===== src/rtl/seg7_pkg.sv =====
// seg7_pkg: shared display-scheduler state encoding and default error glyph
package seg7_pkg;
    typedef enum logic [1:0] {BLANK, MEAS, MSG, ERR} disp_state_t;
    localparam logic [15:0] ERR_PATTERN_DFLT = 16'hEEEE;
endpackage


===== src/rtl/ms_tick_gen.sv =====
// ms_tick_gen: one-cycle pulse every millisecond of clk
module ms_tick_gen #(
    parameter int CLK_HZ = 100_000_000
) (
    input  logic clk,
    input  logic rst,
    output logic tick_ms
);
    localparam int DIV = CLK_HZ / 1000;
    localparam int PW = DIV > 1 ? $clog2(DIV) : 1;
    localparam logic [PW-1:0] LAST = PW'(DIV - 1);
    logic [PW-1:0] cnt_q, cnt_d;
    always_comb begin
        tick_ms = cnt_q == LAST;
        cnt_d = tick_ms ? '0 : cnt_q + PW'(1);
    end
    always_ff @(posedge clk) begin
        if (rst) cnt_q <= '0;
        else cnt_q <= cnt_d;
    end
endmodule


===== src/rtl/seg7_disp_sched.sv =====
// seg7_disp_sched: arbitrates the display between error, timed banner and rate-limited measurement
module seg7_disp_sched
    import seg7_pkg::*;
#(
    parameter int          CLK_HZ      = 100_000_000,
    parameter int          MSG_HOLD_MS = 1500,
    parameter int          UPD_MS      = 250,
    parameter logic [15:0] ERR_PATTERN = ERR_PATTERN_DFLT
) (
    input  logic        clk,
    input  logic        rst,
    input  logic        en,
    input  logic        meas_valid,
    input  logic [15:0] meas_x,
    input  logic [3:0]  meas_dp,
    input  logic        msg_req,
    input  logic [15:0] msg_x,
    input  logic [3:0]  msg_dp,
    output logic        msg_ack,
    output logic        msg_done,
    output logic        msg_abort,
    input  logic        err,
    output logic [15:0] disp_x,
    output logic [3:0]  disp_dp,
    output logic        disp_en,
    output logic [1:0]  state_o
);
    localparam int CMAX = MSG_HOLD_MS > UPD_MS ? MSG_HOLD_MS : UPD_MS;
    localparam int CW = $clog2(CMAX + 1);
    localparam logic [CW-1:0] HOLD_END = CW'(MSG_HOLD_MS);
    localparam logic [CW-1:0] UPD_END = CW'(UPD_MS);

    logic tick, in_msg, copy;
    disp_state_t state_q, state_d;
    logic [CW-1:0] hold_q, hold_d, hold_n, upd_q, upd_d, upd_n;
    logic [15:0] shadow_x_q, shadow_x_d, last_x_q, last_x_d, disp_x_q, disp_x_d;
    logic [3:0] shadow_dp_q, shadow_dp_d, last_dp_q, last_dp_d, disp_dp_q, disp_dp_d;
    logic fresh_q, fresh_d, ack_q, ack_d, done_q, done_d, abort_q, abort_d, disp_en_q, disp_en_d;

    ms_tick_gen #(.CLK_HZ(CLK_HZ)) u_tick (.clk(clk), .rst(rst), .tick_ms(tick));

    always_comb begin
        hold_n = hold_q == HOLD_END ? hold_q : hold_q + CW'(tick);
        upd_n = upd_q == UPD_END ? upd_q : upd_q + CW'(tick);
        in_msg = state_q == MSG;
        ack_d = 1'b0;
        done_d = 1'b0;
        abort_d = 1'b0;
        if (!en || err) begin
            state_d = en ? ERR : BLANK;
            done_d = in_msg;
            abort_d = in_msg;
        end else if (in_msg) begin
            state_d = hold_n == HOLD_END ? MEAS : MSG;
            done_d = hold_n == HOLD_END;
        end else if (msg_req) begin
            state_d = MSG;
            ack_d = 1'b1;
        end else begin
            state_d = MEAS;
        end
        // Entry into MEAS shows a fresh sample at once; afterwards only once per update interval
        copy = state_d == MEAS && fresh_q && (state_q != MEAS || upd_n == UPD_END);
        upd_d = (state_q != MEAS || copy) ? '0 : upd_n;
        hold_d = ack_d ? '0 : in_msg ? hold_n : hold_q;
        shadow_x_d = meas_valid ? meas_x : shadow_x_q;
        shadow_dp_d = meas_valid ? meas_dp : shadow_dp_q;
        fresh_d = meas_valid | (fresh_q & ~copy);
        last_x_d = copy ? shadow_x_q : last_x_q;
        last_dp_d = copy ? shadow_dp_q : last_dp_q;
        disp_x_d = state_d == MEAS ? last_x_d :
                   state_d == MSG  ? (ack_d ? msg_x : disp_x_q) :
                   state_d == ERR  ? ERR_PATTERN : '0;
        disp_dp_d = state_d == MEAS ? last_dp_d :
                    state_d == MSG  ? (ack_d ? msg_dp : disp_dp_q) : '0;
        disp_en_d = state_d != BLANK;
    end

    always_ff @(posedge clk) begin
        if (rst) begin
            state_q <= BLANK;
            hold_q <= '0;
            upd_q <= '0;
            shadow_x_q <= '0;
            shadow_dp_q <= '0;
            fresh_q <= 1'b0;
            last_x_q <= '0;
            last_dp_q <= '0;
            disp_x_q <= '0;
            disp_dp_q <= '0;
            disp_en_q <= 1'b0;
            ack_q <= 1'b0;
            done_q <= 1'b0;
            abort_q <= 1'b0;
        end else begin
            state_q <= state_d;
            hold_q <= hold_d;
            upd_q <= upd_d;
            shadow_x_q <= shadow_x_d;
            shadow_dp_q <= shadow_dp_d;
            fresh_q <= fresh_d;
            last_x_q <= last_x_d;
            last_dp_q <= last_dp_d;
            disp_x_q <= disp_x_d;
            disp_dp_q <= disp_dp_d;
            disp_en_q <= disp_en_d;
            ack_q <= ack_d;
            done_q <= done_d;
            abort_q <= abort_d;
        end
    end

    assign disp_x = disp_x_q;
    assign disp_dp = disp_dp_q;
    assign disp_en = disp_en_q;
    assign msg_ack = ack_q;
    assign msg_done = done_q;
    assign msg_abort = abort_q;
    assign state_o = state_q;
endmodule


===== config.mk =====
export PLATFORM = sky130hd
export DESIGN_NAME = seg7_disp_sched
export DESIGN_NICKNAME = d
export VERILOG_FILES = /design/src/rtl/seg7_pkg.sv /design/src/rtl/ms_tick_gen.sv /design/src/rtl/seg7_disp_sched.sv
export SDC_FILE = /design/constraint.sdc
export NUM_CORES = 1
export LEC_CHECK = 0
export ABC_CLOCK_PERIOD_IN_PS = 4640
export CAP_MARGIN = 20
export CORE_ASPECT_RATIO = 1.75
export CORE_MARGIN = 2
export CORE_UTILIZATION = 55
export CTS_CLUSTER_DIAMETER = 100
export CTS_CLUSTER_SIZE = 16
export DETAILED_ROUTE_END_ITERATION = 7
export PLACE_DENSITY = 0.8
export SETUP_SLACK_MARGIN = 0.2
export SYNTH_ARGS = -nofsm -noshare
export SYNTH_HDL_FRONTEND = slang
export SYNTH_SLANG_ARGS = --single-unit

===== constraint.sdc =====
create_clock -name clk -period 4.64 [get_ports clk]
set_input_delay 1.392 -clock clk [delete_from_list [all_inputs] [get_ports clk]]
set_output_delay 1.392 -clock clk [all_outputs]
set_load 0.1 [all_outputs]

==> results of run 1 <==
-- power breakdown --
group	switching (mW)	total (mW)	internal [mW]
clock network	0.356	0.837	0.481
logic	0.162	0.252	0.0900
registers	0.0222	0.957	0.934
total	0.540	2.05	1.51
-- registers in the layout, summed over array words and instances (netlist names), 2 cells and up --
register	count
state_o	2
upd_q	11
shadow_dp_q	4
hold_q	11
last_dp_q	4
u_tick.cnt_q	17
shadow_x_q	16
disp_x	16
last_x_q	16
disp_dp	4
-- cells by family after synthesis --
kind of cell | share of synthesized area [%]
adder cells (fa/ha/maj) | 1.178
AO/OA/AOI/OAI | 17.25
multiplexers | 7.730
AND/OR/NAND/NOR | 23.62
buffers and inverters | 4.643
flip-flops | 39.97
XOR/XNOR | 5.609
-- layer usage --
| metal | global-route usage, % | vias to the layer above |
|---|---|---|
| met1 | 29.29 | 2211 |
| li1 | - | 2274 |
| met3 | 3.836 | 32 |
| met4 | 13.45 | 0 |
| met5 | 0 | - |
| met2 | 50.81 | 92 |
-- critical path, cell delays in order, from the launching register on --
cell	delay (ns)
sky130_fd_sc_hd__dfxtp_1	0.38
sky130_fd_sc_hd__ha_1	0.21
sky130_fd_sc_hd__nand3_1	0.13
sky130_fd_sc_hd__nor2_2	0.19
sky130_fd_sc_hd__and4_1	0.28
sky130_fd_sc_hd__ha_1	0.26
sky130_fd_sc_hd__ha_1	0.30
sky130_fd_sc_hd__and2_2	0.26
sky130_fd_sc_hd__nand2_1	0.07
sky130_fd_sc_hd__o32a_2	0.45
sky130_fd_sc_hd__a2111o_2	0.61
sky130_fd_sc_hd__a211oi_4	0.30
sky130_fd_sc_hd__buf_6	0.28
sky130_fd_sc_hd__mux2i_1	0.24
-- through the flow --
step	utilization [%]	setup WS [ns]	instances	hold slack, ns	cell area (um^2)
floorplan	-	1.139	614	0.4300	5309
global placement	64.19	0.5175	771	0.4463	6040
detailed placement	64.19	0.3763	771	0.4579	6040
CTS	67.66	0.3137	787	0.4792	6366
global route	67.77	0.2766	787	0.4951	6376
finish	67.77	0.5903	787	0.4734	6376
-- cell type report --
type / instances / area (um^2)
fillers: 803 / 3033
clock buffers: 10 / 229.0
flip-flops and latches: 106 / 2122
inverters: 12 / 45.04
repair buffers: 80 / 777.0
multi-input cells: 451 / 2953
well taps: 122 / 152.6
clock inverters: 6 / 97.59
-- how the worst min path moves through the flow --
stage / startpoint / end / cells past startpoint
2_1_floorplan: u_tick.cnt_q[0]$_SDFF_PP0_ / u_tick.cnt_q[0]$_SDFF_PP0_ / 1
3_3_place_gp: u_tick.cnt_q[0]$_SDFF_PP0_ / u_tick.cnt_q[0]$_SDFF_PP0_ / 1
3_5_place_dp: u_tick.cnt_q[0]$_SDFF_PP0_ / u_tick.cnt_q[0]$_SDFF_PP0_ / 1
4_1_cts: last_dp_q[3]$_SDFF_PP0_ / last_dp_q[3]$_SDFF_PP0_ / 2
5_1_grt: last_x_q[5]$_SDFF_PP0_ / last_x_q[5]$_SDFF_PP0_ / 2
6_report: u_tick.cnt_q[0]$_SDFF_PP0_ / u_tick.cnt_q[0]$_SDFF_PP0_ / 1
-- layout by cell type (no fill, tap or decap), types with 5 or more instances in the layout --
master,n
sky130_fd_sc_hd__nor3_1,15
sky130_fd_sc_hd__a31oi_1,9
sky130_fd_sc_hd__inv_1,12
sky130_fd_sc_hd__ha_1,5
sky130_fd_sc_hd__o211a_1,12
sky130_fd_sc_hd__dfxtp_1,106
sky130_fd_sc_hd__xor2_1,21
sky130_fd_sc_hd__nand2_1,42
sky130_fd_sc_hd__clkbuf_16,9
sky130_fd_sc_hd__o21ai_0,43
sky130_fd_sc_hd__a21oi_1,5
sky130_fd_sc_hd__clkdlybuf4s50_1,70
sky130_fd_sc_hd__o211ai_1,12
sky130_fd_sc_hd__and3_1,8
sky130_fd_sc_hd__nand2b_1,45
sky130_fd_sc_hd__a2111o_1,12
sky130_fd_sc_hd__buf_4,8
sky130_fd_sc_hd__xnor2_1,13
sky130_fd_sc_hd__a221oi_1,8
sky130_fd_sc_hd__mux2i_1,41
sky130_fd_sc_hd__nand4_1,9
sky130_fd_sc_hd__nor4_1,5
sky130_fd_sc_hd__o31a_1,5
sky130_fd_sc_hd__nor2_1,63
sky130_fd_sc_hd__nand3_1,36
==> impl_summary.md, run 1 <==
Clock network
The clock latency on the worst-skew pair is 0.35 ns. The H-tree was split into 3 levels. The clock passes through at most 2 buffers. Buffers added to address setup during post-CTS repair amount to 0.

The total clock buffers created by CTS is 9. Buffers inserted to repair hold after CTS numbered 0. TritonCTS built the clock tree. Clock-pin slew was measured on the worst setup and hold paths at roughly 0.07 ns. CTS saw about 110 sinks. The post-cts resize count is 0. In this run the clock root is driven by a sky130_fd_sc_hd__clkbuf_16.

Global route
Global routing finished with a remaining overflow of 0. The pin count of the biggest net entering global routing is 66. The global-route wire length before repair is around 23000 um.

The overall track demand over capacity in global routing is between 20% and 30%. The number of global-route vias before repair is 4654. The number of antenna violations at the first check in global routing came to 0.

Final layout
Cells with a size suffix above 1 make up under 10% of the layout. The net count of the finished layout is just over 700. The number of antenna cells inserted is 0. The area growth from synthesis to layout is 20.10%.

Timing
The max-slew violation count was 0. Based on the critical path, the design can be clocked at up to around 0.25 GHz. The total count of hold-check failures in the final report is 0. In the finished design, the share of the clock period the worst path needs comes to 87.28%. Subtracting the final worst setup slack from the clock period gives around 4.0 ns. Setup repair after global routing left no endpoint under its margin. For the pin with the worst max-slew slack, the measured transition is approximately 1.0 ns. The summed negative setup slack over all endpoints is 0 ns.

The clock skew is roughly 0.0086 ns. The count of endpoints failing setup in the final report is 0. The worst-case headroom to the max-slew limit is roughly a third.

Worst setup path
The nature of the critical path endpoint is a flip-flop. The data required time of the critical path is 4.91 ns. The worst register-to-register path begins at u_tick.cnt_q[0]$_SDFF_PP0_. The source of the critical timing path is u_tick.cnt_q[0]$_SDFF_PP0_.

The reg-to-reg endpoint is last_x_q[15]$_SDFF_PP0_. The launching element type of the critical path is a flip-flop. The arrival time of data at the critical path endpoint is between 4 and 5 ns. Along the worst path, the maximum fanout reaches 23. The most critical setup path has its endpoint at last_x_q[15]$_SDFF_PP0_. The slack of the worst reg-to-reg path is 0.59 ns. The setup path with the least slack is of type flip-flop to flip-flop. The cell depth of the worst flop-to-flop path is 13.

Drt
The total routed wire length on the met1 layer is 5446 um. The number of DRC violations after detailed routing is 0. The detailed router's first-iteration violation count is approximately 260. The topmost layer with routed signal wires is met4. The detailed-route vias per instance is 5.856. The routed design uses around 380 um of met3 wire. The first TritonRoute pass finished after 4 iterations. Once detail routing completed, the nets flagged for antenna violations numbered 0. The overall via count from detail_route is between 4000 and 5000.

Dividing the detail-routed wire length by the instance count gives 17.56 um. The routed wire length is ~14000 um. The wire length on met2 is roughly 7500 um.

Logic synthesis
The portion of synthesized cell area occupied by the leading cell type is about two fifths. Yosys printed 0 warnings. The largest area contributor in the netlist is sky130_fd_sc_hd__dfxtp_1. The mapped netlist covers 0.005309 mm^2. The number of unique standard cell types used by synthesis is 54. Synthesis inferred 106 register bits.

The fraction of the yosys area taken by sequential cells is 39.97%. The cell count after synthesis came out at ~600. Sorting the synthesized cells by area gives the leading types as sky130_fd_sc_hd__dfxtp_1, sky130_fd_sc_hd__mux2i_1, sky130_fd_sc_hd__nand2b_1, sky130_fd_sc_hd__nor2_1, sky130_fd_sc_hd__o21ai_0. The most numerous cell in the Yosys netlist is sky130_fd_sc_hd__dfxtp_1. The average cell area after synthesis is approximately 8.6 um^2.

The number of nets in the synthesized netlist is around 670. The synthesized design contains 0 enable-type register cells. The dominant synthesized flop cell is sky130_fd_sc_hd__dfxtp_1. The post-synthesis async set-or-reset flop share is 0%. Ranked by instance count, the synthesized netlist is headed by sky130_fd_sc_hd__dfxtp_1, sky130_fd_sc_hd__nor2_1, sky130_fd_sc_hd__nand2b_1, sky130_fd_sc_hd__o21ai_0, sky130_fd_sc_hd__nand2_1.

Pwr
Dividing total power by cell area gives a power density of between 300 and 400 mW/mm^2. The power after layout is 2.046 mW. The static leakage is between 2 and 2.5 nW. VDD sags by at most 306.3 uV.

Placed design
The final estimated routing congestion in global placement is 0.9009. During placement, the flow inserted port buffers numbering 71. The half-perimeter wire length after placement is roughly 10000 um.

Floorplan
Measured along the x axis, the die boundary spans ~80 um. From bottom edge to top edge, the die measures 134.0 um. Once the floorplan was initialized, standard cells occupied about 56% of the core. In this run the core area contains 47 standard-cell rows. The die area is between 0.01 and 0.015 mm^2.

In this run the standard cell core region covers around 0.0094 mm^2. During I/O placement, the number of pins put on the boundary was 72.

Run status
The run finished with clean final reports.

Flow run
The tool flagged a number of max-cap violations equal to 0.

Worst hold path
The class of the tightest hold or removal check is flip-flop to flip-flop.
Note: power is estimated with default switching activity, not from simulation.
==> run 2: changes to the inputs <==
ABC_CLOCK_PERIOD_IN_PS = 3600   (was 4640)
CORE_UTILIZATION = 50   (was 55)
PLACE_DENSITY = 0.77   (was 0.8)
TNS_END_PERCENT = 5   (was default)
clock period = 3.6 ns   (was 4.64 ns; I/O delays follow)
==> run 2 against run 1 <==
  * Core utilization fell by 2.4 points
  * Global-route usage fell by 0.51 points
  * Clock power rose by 19%
  * Clock skew fell by 0.0033 ns
  * Routed wire length rose by 12%
  * Combinational power rose by 35%
  * Critical endpoint is now last_x_q[4]$_SDFF_PP0_
  * Setup slack got worse by 0.50 ns
  * Worst hold slack got worse by 0.0019 ns
  * Largest cell class unchanged
  * Non-clock buffer count rose by 31
  * Fmax rose by 15%
  * Register-to-register slack got worse by 0.50 ns
  * Highest routed layer unchanged
  * Sequential power rose by 29%
==> impl_summary.md, run 2 (synthesis results as in run 1) <==
Run status
Result of the run: completed (unchanged).

Clock network
The total clock buffers created by CTS is 9 (unchanged). The quantity of hold-fixing buffers added after cts is 0 (unchanged). The clock latency on the worst-skew pair was 0.36 ns (was 0.35 ns).

The root buffer cell was sky130_fd_sc_hd__clkbuf_16 (unchanged). The clock-pin slew on the worst setup and hold paths was 0.07 ns (about the same). The clock tree buffer depth came to 2 (unchanged). The deepest level of the CTS H-tree is 3 (unchanged). The sink count of the clock tree is 106 (unchanged).

The TritonCTS clock tree is yes (unchanged).

Placed design
The cell area reported after detailed placement is 0.006138 mm^2 (was 0.006040 mm^2). The number of port buffers is 71 (unchanged). The final estimated routing congestion in global placement was 0.9123 (was 0.9009).

The half-perimeter wire length after placement is 10330 um (was 9946 um). The placement-stage worst setup slack was -0.07457 ns (was 0.3763 ns).

Drt
The count of TritonRoute iterations in the first routing pass was 5 (was 4). The detailed-route vias per instance is 6.083 (was 5.856). The number of DRC violations after detailed routing is 0 (unchanged). The count of nets left with antenna violations after detail routing is 0 (unchanged).

The overall via count from detail_route is 5000 (was 4609). The detailed router's first-iteration violation count is 345 (was 257). The detail-routed net length per standard cell is 18.75 um (was 17.56 um).

The routed wire length was 15420 um (was 13820 um).

Timing
The worst hold slack across all endpoints came to 0.4716 ns (was 0.4734 ns). The final cycle utilization of the critical path is 97.49% (was 87.28%). Setup repair after global routing missed its margin: true (was false).

The fmax is 0.2849 GHz (was 0.2469 GHz). The count of endpoints failing setup in the final report was 0 (unchanged). The worst-case headroom to the max-slew limit is 44.45% (was 31.70%).

The final critical path time including I/O delays and setup was 3.510 ns (was 4.050 ns). The total count of hold-check failures in the final report is 0 (unchanged). The max-slew violation count is 0 (unchanged). The slew of the pin with the lowest slew margin is 0.8312 ns (was 1.021 ns). The clock skew was 0.005246 ns (was 0.008595 ns).

The minimum setup slack in the final design is 0.09044 ns (was 0.5903 ns).

Final layout
The layout overhead on the synthesized area is 26.82% (was 20.10%). Most used cells in the layout excluding fill and tap cells: sky130_fd_sc_hd__dfxtp_1, sky130_fd_sc_hd__nor2_1, sky130_fd_sc_hd__buf_4 (was sky130_fd_sc_hd__dfxtp_1, sky130_fd_sc_hd__clkdlybuf4s50_1, sky130_fd_sc_hd__nor2_1). The post-route core utilization is 65.37% (was 67.77%).

The flip-flop count of the largest register after layout was 17 (unchanged). The net count of the finished layout is 742 (was 711). The post-route standard cell area excluding fillers is 0.006733 mm^2 (was 0.006376 mm^2). The leading cell type in the layout, fill and taps excluded is sky130_fd_sc_hd__dfxtp_1 (unchanged). The number of antenna cells inserted is 0 (unchanged). The register with the most flip-flops is u_tick.cnt_q (unchanged). The share of post-route cells with drive strength above 1 came to 15.68% (was 5.564%).

Floorplan
The top-level port count was 72 (unchanged). The total core area came to 0.01030 mm^2 (was 0.009409 mm^2). The x dimension of the die is 81.89 um (was 78.27 um). The die area is 0.01149 mm^2 (was 0.01048 mm^2). The die extent in y is 140.3 um (was 134.0 um). The starting density of the core is 51.54% (was 56.42%).

The number of standard-cell rows in the floorplan is 49 (was 47).

Worst setup path
The nature of the critical path endpoint is a flip-flop (unchanged). The worst setup path category was flip-flop to flip-flop (unchanged). The maximum fanout encountered on the critical timing path is 8 (was 23). The data required time of the critical path is 3.88 ns (was 4.91 ns). The launching element type of the critical path was a flip-flop (unchanged). The arrival time of data at the critical path endpoint is 3.79 ns (was 4.32 ns).

Global route
The global-route wire length before repair is 23430 um (was 22670 um). The number of antenna violations at the first check in global routing is 0 (unchanged). The global-route congestion overflow total is 0 (unchanged). The number of global-route vias before repair is 4714 (was 4654). The overall track demand over capacity in global routing was 26.68% (was 27.19%). The pin count of the biggest net entering global routing is 53 (was 66).

Worst hold path
The class of the tightest hold or removal check is flip-flop to flip-flop (unchanged).

Pwr
The highest ir drop seen on vdd was 282.9 uV (was 306.3 uV). The power after layout is 2.574 mW (was 2.046 mW). The static leakage is 2.346 nW (was 2.143 nW).

The total power per unit cell area is 382.3 mW/mm^2 (was 320.8 mW/mm^2).

Flow run
The max-capacitance violation count is 0 (unchanged).
[run 2: final timing paths]
path	startpoint	endpoint	slack, ns	cells after the start
max	u_tick.cnt_q[5]$_SDFF_PP0_	last_x_q[4]$_SDFF_PP0_	0.09	14
min	disp_x[4]$_SDFFE_PP0P_	disp_x[4]$_SDFFE_PP0P_	0.47	2
min reg2reg	disp_x[4]$_SDFFE_PP0P_	disp_x[4]$_SDFFE_PP0P_	0.47	2
max reg2reg	u_tick.cnt_q[5]$_SDFF_PP0_	last_x_q[4]$_SDFF_PP0_	0.09	14
[run 2: final cells by class]
cell class,instances,area (um^2)
Fill cell,845,3567
Multi-Input combinational cell,451,3078
Sequential cell,106,2131
Timing Repair Buffer,111,1026
Clock buffer,11,242.7
Tap cell,127,158.9
Clock inverter,4,51.30
Inverter,12,45.04
[run 2: through the flow]
stage | instances | TNS, ns
global placement | 791 | 0
finish | 822 | 0
CTS | 817 | 0
floorplan | 614 | 0
global route | 822 | -0.03431
detailed placement | 791 | -1.019
[run 2: repair_timing]
action,CTS,global route
gates resized for setup,15,16
cloned,2,1
endpoints found under the setup margin,51,51
pin swaps,7,9
buffers inserted,9,4
[run 2: per-layer routing]
| layer | part of all wire (%) | global-route usage, % | up-vias |
|---|---|---|---|
| met1 | 36 | 28.62 | 2389 |
| met5 | 0 | 0 | - |
| met2 | 52 | 45.23 | 196 |
| li1 | - | - | 2349 |
| met4 | 7.2 | 20.35 | 0 |
| met3 | 4.3 | 3.930 | 66 |
[run 2: worst max-delay path, cell delays in order, from the launching register on]
cell and delay, ns:
sky130_fd_sc_hd__dfxtp_4 0.36, sky130_fd_sc_hd__nor2_4 0.10, sky130_fd_sc_hd__nand3_2 0.08, sky130_fd_sc_hd__nor4_2 0.21, sky130_fd_sc_hd__and4_4 0.29, sky130_fd_sc_hd__ha_4 0.15, sky130_fd_sc_hd__ha_4 0.12, sky130_fd_sc_hd__a31oi_1 0.06
sky130_fd_sc_hd__or4b_1 0.50, sky130_fd_sc_hd__a311o_1 0.31, sky130_fd_sc_hd__o32a_1 0.41, sky130_fd_sc_hd__a211oi_4 0.34, sky130_fd_sc_hd__buf_6 0.16, sky130_fd_sc_hd__buf_12 0.14, sky130_fd_sc_hd__mux2i_1 0.19
[run 2: power breakdown]
part	total [mW]	internal (mW)	leakage [nW]	switching, mW
clock	1.00	0.556	0.142	0.444
combinational	0.340	0.125	1.34	0.215
sequential	1.23	1.20	0.865	0.0293
total	2.57	1.89	2.35	0.688
